## src/rtl/regfile_wb_queue_if.sv

```systemverilog
// Bundle of the ALU/load result handshakes and the regfile write port.
// The forwarding lookup signals exist only when WB_FWD_EN is defined.
interface regfile_wb_queue_if #(
   parameter int DW = 64,
   parameter int AW = 5
);
   logic                 alu_valid;
   logic                 alu_ready;
   logic [AW-1:0]        alu_addr;
   logic [DW-1:0]        alu_data;
   logic                 mem_valid;
   logic                 mem_ready;
   logic [AW-1:0]        mem_addr;
   logic [DW-1:0]        mem_data;
   logic                 we;
   logic [AW-1:0]        wa;
   logic [DW-1:0]        wd;
   logic [(1<<AW)-1:0]   busy;
`ifdef WB_FWD_EN
   logic [AW-1:0]        fwd_addr;
   logic                 fwd_hit;
   logic [DW-1:0]        fwd_data;

   modport master (
      input  alu_valid, alu_addr, alu_data, mem_valid, mem_addr, mem_data, fwd_addr,
      output alu_ready, mem_ready, we, wa, wd, busy, fwd_hit, fwd_data
   );
   modport slave (
      output alu_valid, alu_addr, alu_data, mem_valid, mem_addr, mem_data, fwd_addr,
      input  alu_ready, mem_ready, we, wa, wd, busy, fwd_hit, fwd_data
   );
`else
   modport master (
      input  alu_valid, alu_addr, alu_data, mem_valid, mem_addr, mem_data,
      output alu_ready, mem_ready, we, wa, wd, busy
   );
   modport slave (
      output alu_valid, alu_addr, alu_data, mem_valid, mem_addr, mem_data,
      input  alu_ready, mem_ready, we, wa, wd, busy
   );
`endif
endinterface

```

## src/rtl/regfile_wb_queue.sv

```systemverilog
// Write-back queue: arbitrates ALU/load results, drains one registered regfile write
// per cycle and tracks per-register pending writes. WB_FWD_EN adds a forwarding lookup.
module regfile_wb_queue #(
   parameter int DW    = 64,
   parameter int AW    = 5,
   parameter int DEPTH = 4
) (
   input  logic               clk,
   input  logic               reset,
   regfile_wb_queue_if.master bus
);
   localparam int PW = $clog2(DEPTH);
   localparam int CW = PW + 1;
   localparam int NR = 1 << AW;

   typedef enum logic {SRC_ALU, SRC_MEM} src_t;

   src_t            last_grant_reg;
   logic [PW-1:0]   wr_ptr_reg, rd_ptr_reg;
   logic [CW-1:0]   count_reg, count_next;
   logic            we_reg;
   logic [AW-1:0]   wa_reg;
   logic [DW-1:0]   wd_reg;
   logic [NR-1:0]   busy_reg, busy_next;

   logic [AW-1:0]   addr_mem [DEPTH];
   logic [DW-1:0]   data_mem [DEPTH];

   logic            full, alu_gnt, mem_gnt, push, pop, head_dup;
   logic [AW-1:0]   push_addr, head_addr;
   logic [DW-1:0]   push_data, head_data;
   logic [DEPTH-1:0] entry_valid, entry_dup;

   // A pop never frees room for a push in the same cycle: full blocks both sources.
   always_comb begin
      full      = (count_reg == CW'(DEPTH));
      alu_gnt   = !full && bus.alu_valid && (!bus.mem_valid || last_grant_reg == SRC_MEM);
      mem_gnt   = !full && bus.mem_valid && !alu_gnt;
      push_addr = alu_gnt ? bus.alu_addr : bus.mem_addr;
      push_data = alu_gnt ? bus.alu_data : bus.mem_data;
      push      = (alu_gnt || mem_gnt) && (push_addr != '0);
      pop       = (count_reg != '0);
      head_addr = addr_mem[rd_ptr_reg];
      head_data = data_mem[rd_ptr_reg];
   end

   assign bus.alu_ready = alu_gnt;
   assign bus.mem_ready = mem_gnt;

   // An entry is live when its age offset from the read pointer is below the count.
   generate
      for (genvar gi = 0; gi < DEPTH; gi++) begin : g_entry
         logic [PW-1:0] offset;
         assign offset          = PW'(gi) - rd_ptr_reg;
         assign entry_valid[gi] = (CW'(offset) < count_reg);
         assign entry_dup[gi]   = entry_valid[gi] && (PW'(gi) != rd_ptr_reg)
                                  && (addr_mem[gi] == head_addr);
      end
   endgenerate

   assign head_dup = |entry_dup;

   always_comb begin
      busy_next = busy_reg;
      if (pop && !head_dup)
         busy_next[head_addr] = 1'b0;
      if (push)
         busy_next[push_addr] = 1'b1;
      busy_next[0] = 1'b0;
   end

   always_comb begin
      count_next = count_reg;
      case ({push, pop})
         2'b10:   count_next = count_reg + 1'b1;
         2'b01:   count_next = count_reg - 1'b1;
         default: count_next = count_reg;
      endcase
   end

   always_ff @(posedge clk or posedge reset) begin
      if (reset) begin
         last_grant_reg <= SRC_MEM;
         wr_ptr_reg     <= '0;
         rd_ptr_reg     <= '0;
         count_reg      <= '0;
         we_reg         <= 1'b0;
         wa_reg         <= '0;
         wd_reg         <= '0;
         busy_reg       <= '0;
      end else begin
         if (alu_gnt)
            last_grant_reg <= SRC_ALU;
         else if (mem_gnt)
            last_grant_reg <= SRC_MEM;
         if (push)
            wr_ptr_reg <= wr_ptr_reg + 1'b1;
         if (pop)
            rd_ptr_reg <= rd_ptr_reg + 1'b1;
         count_reg <= count_next;
         we_reg    <= pop;
         if (pop) begin
            wa_reg <= head_addr;
            wd_reg <= head_data;
         end
         busy_reg <= busy_next;
      end
   end

   // Entry storage needs no reset; liveness comes from the pointers and count.
   always_ff @(posedge clk) begin
      if (push) begin
         addr_mem[wr_ptr_reg] <= push_addr;
         data_mem[wr_ptr_reg] <= push_data;
      end
   end

   assign bus.we   = we_reg;
   assign bus.wa   = wa_reg;
   assign bus.wd   = wd_reg;
   assign bus.busy = busy_reg;

`ifdef WB_FWD_EN
   logic            fwd_hit_c;
   logic [DW-1:0]   fwd_data_c;

   // Scan oldest to youngest so the youngest matching write ends up selected.
   always_comb begin
      logic [PW-1:0] idx;
      idx        = '0;
      fwd_hit_c  = 1'b0;
      fwd_data_c = '0;
      if (we_reg && wa_reg == bus.fwd_addr) begin
         fwd_hit_c  = 1'b1;
         fwd_data_c = wd_reg;
      end
      for (int k = 0; k < DEPTH; k++) begin
         idx = rd_ptr_reg + PW'(k);
         if (CW'(k) < count_reg && addr_mem[idx] == bus.fwd_addr) begin
            fwd_hit_c  = 1'b1;
            fwd_data_c = data_mem[idx];
         end
      end
      if (bus.fwd_addr == '0) begin
         fwd_hit_c  = 1'b0;
         fwd_data_c = '0;
      end
   end

   assign bus.fwd_hit  = fwd_hit_c;
   assign bus.fwd_data = fwd_data_c;
`endif
endmodule
```

## src/flat_wrapper.sv

```systemverilog
// flat-port wrapper written by rule: the top's interface ports become plain ports
module regfile_wb_queue_flat 
#(
   parameter int DW    = 64,
   parameter int AW    = 5,
   parameter int DEPTH = 4
)
  (clk, reset, bus_alu_valid, bus_alu_addr, bus_alu_data, bus_mem_valid, bus_mem_addr, bus_mem_data, bus_alu_ready, bus_mem_ready, bus_we, bus_wa, bus_wd, bus_busy);
  regfile_wb_queue_if #(.DW(DW), .AW(AW)) bus_i ();
  input  logic clk;
  input  logic reset;
  input wire logic [$bits(bus_i.alu_valid)-1:0] bus_alu_valid;
  input wire logic [$bits(bus_i.alu_addr)-1:0] bus_alu_addr;
  input wire logic [$bits(bus_i.alu_data)-1:0] bus_alu_data;
  input wire logic [$bits(bus_i.mem_valid)-1:0] bus_mem_valid;
  input wire logic [$bits(bus_i.mem_addr)-1:0] bus_mem_addr;
  input wire logic [$bits(bus_i.mem_data)-1:0] bus_mem_data;
  output wire logic [$bits(bus_i.alu_ready)-1:0] bus_alu_ready;
  output wire logic [$bits(bus_i.mem_ready)-1:0] bus_mem_ready;
  output wire logic [$bits(bus_i.we)-1:0] bus_we;
  output wire logic [$bits(bus_i.wa)-1:0] bus_wa;
  output wire logic [$bits(bus_i.wd)-1:0] bus_wd;
  output wire logic [$bits(bus_i.busy)-1:0] bus_busy;
  assign bus_i.alu_valid = bus_alu_valid;
  assign bus_i.alu_addr = bus_alu_addr;
  assign bus_i.alu_data = bus_alu_data;
  assign bus_i.mem_valid = bus_mem_valid;
  assign bus_i.mem_addr = bus_mem_addr;
  assign bus_i.mem_data = bus_mem_data;
  assign bus_alu_ready = bus_i.alu_ready;
  assign bus_mem_ready = bus_i.mem_ready;
  assign bus_we = bus_i.we;
  assign bus_wa = bus_i.wa;
  assign bus_wd = bus_i.wd;
  assign bus_busy = bus_i.busy;
  regfile_wb_queue #(.DW(DW), .AW(AW), .DEPTH(DEPTH)) u_core (.clk(clk), .reset(reset), .bus(bus_i));
endmodule
```

## config.mk

```make
export PLATFORM = sky130hd
export DESIGN_NAME = regfile_wb_queue_flat
export DESIGN_NICKNAME = d
export VERILOG_FILES = /design/src/rtl/regfile_wb_queue_if.sv /design/src/rtl/regfile_wb_queue.sv /design/src/flat_wrapper.sv
export SDC_FILE = /design/constraint.sdc
export NUM_CORES = 1
export LEC_CHECK = 0
export BUFFER_PORTS_ARGS = -buffer_cell sky130_fd_sc_hd__buf_4
export CORE_ASPECT_RATIO = 0.7
export CORE_MARGIN = 2
export CORE_UTILIZATION = 52
export DETAILED_ROUTE_END_ITERATION = 8
export PLACE_DENSITY = 0.86
export SYNTH_ARGS = -nofsm -noshare
export SYNTH_HDL_FRONTEND = slang
export SYNTH_SLANG_ARGS = --single-unit
export TNS_END_PERCENT = 10
```

## constraint.sdc

```tcl
create_clock -name clk -period 3.8 [get_ports clk]
set_input_delay 0.76 -clock clk [delete_from_list [all_inputs] [get_ports clk]]
set_output_delay 0.76 -clock clk [all_outputs]
set_load 0.02 [all_outputs]
```

; ---- Word-level counts from Yosys, hierarchy flattened
; Memory sizes are Yosys's and may differ from the RTL's. A register that Yosys moved wholly into a read port is not among the register bits.
; Index checks and enable logic that the tools add are counted.
[word_totals]
ff_bits = 45
ram_bits = 276
out_inout_bits = 104
elab_cells = 79
mem_count = 2
[op_classes]
addsub = 8
magnitude_cmp = 8
n_eq_ne = 10
n_mux = 13
bitwise_logic = 3
n_reduce_logical = 28
[mem_list]
columns = name, words, width, rd, rd_ports_with_merged_regs, write_ports, line_no
row1 = u_core.data_mem, 4, 64, 1, 1, 1, regfile_wb_queue.sv:27  ; logic [DW-1:0] data_mem [DEPTH];
row2 = u_core.addr_mem, 4, 5, 5, 0, 1, regfile_wb_queue.sv:26  ; logic [AW-1:0] addr_mem [DEPTH];
[op_table]
columns = cell, count
row1 = $mux W32, 2
row2 = $mux W64, 1
row3 = $and A32 B32 Y32, 1
row4 = $not A32 Y32, 1
row5 = $or A32 B32 Y32, 1
row6 = $eq A5 B5 Y1, 4
row7 = $logic_and A1 B1 Y1, 16
row8 = $lt A2 B3 Y1, 4
row9 = $lt A5 B6 Y1 const B, 2
row10 = $demux W1 S5, 2
row11 = $ge A5 B1 Y1 const B, 2
row12 = $mux W1, 6
row13 = $pmux W3 S2, 1
row14 = $reduce_bool A2 Y1, 3
row15 = $mux W5, 1
row16 = $reduce_bool A5 Y1, 1
row17 = $add A2 B1 Y2 const B, 2
row18 = $logic_not A1 Y1, 4
row19 = $ne A2 B2 Y1 const A, 2
row20 = $reduce_or A4 Y1, 1
row21 = $sub A1 B2 Y2 const A, 2
row22 = $sub A2 B2 Y2 const A, 2
row23 = $add A3 B1 Y3 const B, 1
row24 = $eq A3 B3 Y1 const B, 1
row25 = 6 further kinds, 7

; ---- Logic depth before layout (Yosys ltp)
[logic_depth]
ltp_word = 11
ltp_mapped = 14
mapped_depth_nobuf = 14

; ---- Worst setup path after synthesis
; OpenSTA, ideal clock, no wires.
[synth_path]
kind = input-to-reg
start = input bus_mem_valid
end = memory u_core.addr_mem[0][0], enable pin
arrival_time_ns = 3.402
required_time_ns = 3.365
setup_slack_ns = -0.036
cell_stages = 7
path_cell_list = nand2b_1 -> nand3_1 -> inv_1 -> or3_1 -> o31a_1 -> o31a_1 -> and2_1
[synth_between]
elab_chain_cells = 9
elab_cells_between_ends = 12
cone_classes = 3 x mux / 9 x reduce/logical
[synth_rtl]
columns = element, line_no
row1 = from (decl), flat_wrapper.sv:15  ; input wire logic [$bits(bus_i.mem_valid)-1:0] bus_mem_valid;
row2 = "parallel branches: the longest is 6 deep, another holds $mux W5", --
row3 = $logic_and A1 B1 Y1 *, regfile_wb_queue.sv:41  ; push = (alu_gnt || mem_gnt) && (push_addr != '0);
row4 = $mux W1 *, regfile_wb_queue.sv:112  ; if (push) begin
row5 = $mux W1 (implied by the code) *, regfile_wb_queue.sv:113  ; addr_mem[wr_ptr_reg] <= push_addr;
row6 = to (decl), regfile_wb_queue.sv:26
; Every way passes the cells marked *.

; ---- Final worst setup path
[layout_path]
start = register u_core.rd_ptr_reg[0]
end = register u_core.busy_reg[19], in the netlist u_core.bus.busy[19]
[layout_between]
elab_chain_cells = 10
elab_cells_between_ends = 38
cone_classes = 4 x add/sub / 6 x order compare / 7 x eq/ne / 4 x mux / 3 x bitwise / 13 x reduce/logical / 1 x memory
[layout_rtl]
columns = element, line_no
row1 = from (decl), regfile_wb_queue.sv:19  ; logic [PW-1:0] wr_ptr_reg, rd_ptr_reg;
row2 = from (signal assigned), regfile_wb_queue.sv:99  ; rd_ptr_reg <= rd_ptr_reg + 1'b1;
row3 = $sub A1 B2 Y2 *, regfile_wb_queue.sv:54  ; assign offset = PW'(gi) - rd_ptr_reg;
row4 = via u_core.g_entry[1].offset[0], regfile_wb_queue.sv:53  ; logic [PW-1:0] offset;
row5 = $lt A2 B3 Y1 *, regfile_wb_queue.sv:55  ; assign entry_valid[gi] = (CW'(offset) < count_reg);
row6 = $logic_and A1 B1 Y1 *, regfile_wb_queue.sv:56  ; assign entry_dup[gi] = entry_valid[gi] && (PW'(gi) != rd_ptr_reg)
row7 = $logic_and A1 B1 Y1 *, regfile_wb_queue.sv:57  ; && (addr_mem[gi] == head_addr);
row8 = $reduce_or A4 Y1 *, regfile_wb_queue.sv:61  ; assign head_dup = |entry_dup;
row9 = $logic_not A1 Y1 *, regfile_wb_queue.sv:65  ; if (pop && !head_dup)
row10 = $logic_and A1 B1 Y1 *, regfile_wb_queue.sv:65
row11 = $mux W32 *, regfile_wb_queue.sv:65
row12 = $or A32 B32 Y32 (no line), --
row13 = $mux W32 *, regfile_wb_queue.sv:67  ; if (push)
row14 = via u_core.busy_next[19], regfile_wb_queue.sv:24  ; logic [NR-1:0] busy_reg, busy_next;
row15 = to (signal assigned), regfile_wb_queue.sv:106  ; busy_reg <= busy_next;
row16 = to (decl), regfile_wb_queue.sv:24
; The timed path passes the listed nets; every way through them passes the cells marked *.
; A chain may end at the register's enable or synchronous reset.

==> impl_metrics.py <==
metrics = {
    "clock_tree": {
        "clock_sinks": 385,
        "cts_tree": "built",
        "ctsHtreeMaxLevel": 2,
        "cts_buffers": 37,
        "clkTransAtPathRegs_ps": 60,
        "post_cts_buffers": 0,
        "clockRootBuffer": "clkbuf_16",
        "clk_path_buf_depth": 3,
        "clk_latency_ps": 520,
        "cts_hold_buf": 0,
        "cts.repair.resized": 0,
    },
    "hold_path": {
        "worstHoldPathType": "primary input to asynchronous set/reset pin",
    },
    "worst_setup_path": {
        "path_buf_inv": 1,
        "rrSetupSlack_ps": 240,
        "worstPathCellList": "inv_1 -> ha_1 -> ha_1 -> nor2b_1 -> a221o_1 -> nor2_1 -> a311oi_1 -> o22ai_4 -> nor4_4 -> o221ai_1",
        "cp_common_cell": "ha_1",
        "critPathArrivalTime_ps": 3920,
        "r2r-end": "u_core.bus.busy[19]",
        "r2r_start": "u_core.rd_ptr_reg[0]",
        "path_delay_family": "compound AO/OA/AOI/OAI gates",
        "crit_path_start": "u_core.rd_ptr_reg[0]",
        "cp_slowest_stage_delay_ps": 590,
        "crit_slowest_cell": "dfrtp_4",
        "cp-end-kind": "flop",
        "path_class": "flop to flop",
        "crit_end": "u_core.bus.busy[19]",
        "path_depth": 10,
        "crit_path_start_kind": "flop",
        "crit_fanout": 13,
        "reg2regPathDepth": 10,
        "cp.required_ps": 4160,
    },
    "synthesis": {
        "avgSynthCellArea_um2": 13.5,
        "synthFlopType": "edfxtp_1",
        "syn_inst": 1220,
        "synthesis.nets": 1376,
        "yosysTopAreaCell": "edfxtp_1",
        "synth.area.top_cells": "edfxtp_1 (50%), dfrtp_1 (16%), nand2_1 (10%)",
        "seq_area_frac_synth": 0.671,
        "synth_edf_count": 276,
        "yosysWarnings": 0,
        "synthArstFlopShare": 0.283,
        "synth_seq_cells": 385,
        "synth_top_cell_area_share": 0.505,
        "ys_types": 55,
        "netlist_area_um2": 16400,
    },
    "power": {
        "power.density_nw_per_um2": 888,
        "ir_drop_uv": 484,
        "power_leakage_nw": 8.32,
    },
    "sta": {
        "hold_violations": 0,
        "finalSetupViolations": 0,
        "min_period_over_period": 0.936,
        "clock.fmax_ghz": 0.281,
        "worst_pin_slew_ps": 953,
        "rsz0062_at_grt": "no",
        "finalClockSkew_ps": 8.02,
        "drv_slew": 0,
        "tns_ps": 0,
        "fin_crit_ps": 3560,
        "relSlewSlack": 0.363,
    },
    "final_layout": {
        "syn_to_final_growth_pct": 21.7,
        "stdcell_count": 1914,
        "fillCellCount": 2166,
        "num-nets-final": 1622,
        "drive_gt1_frac": 0.275,
        "largest_reg_flops": 256,
        "final_common_cell": "nand2_1",
        "antenna_cells": 0,
        "layout_common_cells": "nand2_1 (445), edfxtp_1 (276), buf_4 (257), dfrtp_1 (106), mux4_2 (69)",
    },
    "place": {
        "dp_hpwl_mm": 25.3,
        "place_congestion": 0.931,
        "io_buffer_count": 244,
        "dp.cells": 1847,
    },
    "route": {
        "wl_met2_mm": 18.4,
        "wl_met1_mm": 16.3,
        "wire_per_inst_um": 20.3,
        "finalWirelength_mm": 38.8,
        "first_iter_violations": 989,
        "wl_met3_mm": 3.27,
        "ant_nets": 0,
        "drtPass1Iterations": 5,
        "highest_layer": "met4",
        "vias": 10700,
        "drc_errors": 0,
        "avgViaCountPerCell": 5.58,
    },
    "global_routing": {
        "grt_pass1_vias": 10700,
        "overflow": 0,
        "grt_start_max_net_pins": 78,
        "grt_usage": 0.237,
        "grt_pass1_wl_mm": 60.7,
        "grt_antenna_before_repair": 0,
    },
    "floorplanning": {
        "ios": 246,
        "core_area_um2": 31100,
        "dieArea_um2": 33000,
        "die_x_um": 216,
        "row_count": 54,
        "die_y_um": 153,
        "start_util": 0.527,
    },
    "run_status": {
        "status": "completed",
    },
    "job": {
        "max_cap_violations": 0,
    },
}
==> routing by layer <==
| layer | vias up | track usage |
|---|---|---|
| met2 | 512 | 0.373 |
| met4 | 0 | 0.0639 |
| met3 | 74 | 0.0421 |
| li1 | 4829 | - |
| met5 | - | 0 |
| met1 | 5273 | 0.344 |
==> area by class of cell <==
class | instances | area, um2 | share of cell area
multi-input cells | 733 | 5030 | 0.252
flip-flops and latches | 385 | 11000 | 0.552
clock inverters | 13 | 126 | 0.00633
clock buffers | 54 | 1050 | 0.0526
well taps | 420 | 526 | 0.0263
repair buffers | 263 | 2050 | 0.103
inverters | 46 | 175 | 0.00877
==> Yosys cell counts, drive strengths merged (3+ instances only) <==
| master | number |
|---|---|
| nand4 | 5 |
| a32oi | 13 |
| mux4 | 69 |
| and2 | 5 |
| nand3b | 3 |
| nand2b | 14 |
| o21ai | 27 |
| o221ai | 15 |
| nand2 | 445 |
| edfxtp | 276 |
| xnor2 | 26 |
| a31oi | 3 |
| a21o | 4 |
| nor4b | 3 |
| xor2 | 12 |
| o211ai | 5 |
| nor4 | 5 |
| nor2 | 9 |
| dfrtp | 108 |
| nor2b | 3 |
| nor3 | 10 |
| buf | 26 |
| o21a | 4 |
| clkbuf | 30 |
| mux2i | 10 |
| inv | 46 |
| ha | 13 |
| nand3 | 10 |
==> worst register-to-register path: stages (launching register included) <==
cell and delay [ps]:
dfrtp_4 590, inv_1 290, ha_1 320, ha_1 290, nor2b_1 210, a221o_1 210, nor2_1 50, a311oi_1 420
o22ai_4 200, nor4_4 590, o221ai_1 230
==> logic make-up after synthesis <==
logic type | Yosys count | synth area share
other | 1 | 0.000228
and+or+nand+nor | 516 | 0.131
buffers and inverters | 102 | 0.0245
muxes | 81 | 0.102
adders and majority gates | 14 | 0.0111
xor gates and xnor gates | 38 | 0.0207
DFF | 385 | 0.671
AOI/OAI and AO/OA | 83 | 0.0397
==> how the worst min path moves through the flow <==
stage,startpoint,endpoint,cells past startpoint
after global placement,u_core.bus.wd[42],u_core.bus.wd[42],2
final,reset,u_core.bus.wd[61],2
after global routing,reset,u_core.bus.wd[61],2
after CTS,reset,u_core.bus.wd[61],2
after detailed placement,u_core.bus.wd[25],u_core.bus.wd[25],2
after floorplan,u_core.count_reg[1],u_core.count_reg[1],2
==> power by group <==
part | switching [mW] | internal [mW]
clock | 1.48 | 2.06
sequential | 0.739 | 6.36
combinational | 4.27 | 2.83
total | 6.49 | 11.2
==> per-stage QoR <==
stage                     hold slack (ps)   util  area, um2  setup slack, ps  power, mW
final                                 356  0.641      20000              243       17.7
after global routing                  409  0.641      20000             20.0       18.7
after CTS                             367  0.641      20000              283       17.8
after detailed placement              458  0.604      18800              302       14.2
after global placement                455  0.604      18800              474       13.9
after floorplan                       473      -      16400              168       11.6
Note: power is estimated with default switching activity, not from simulation.
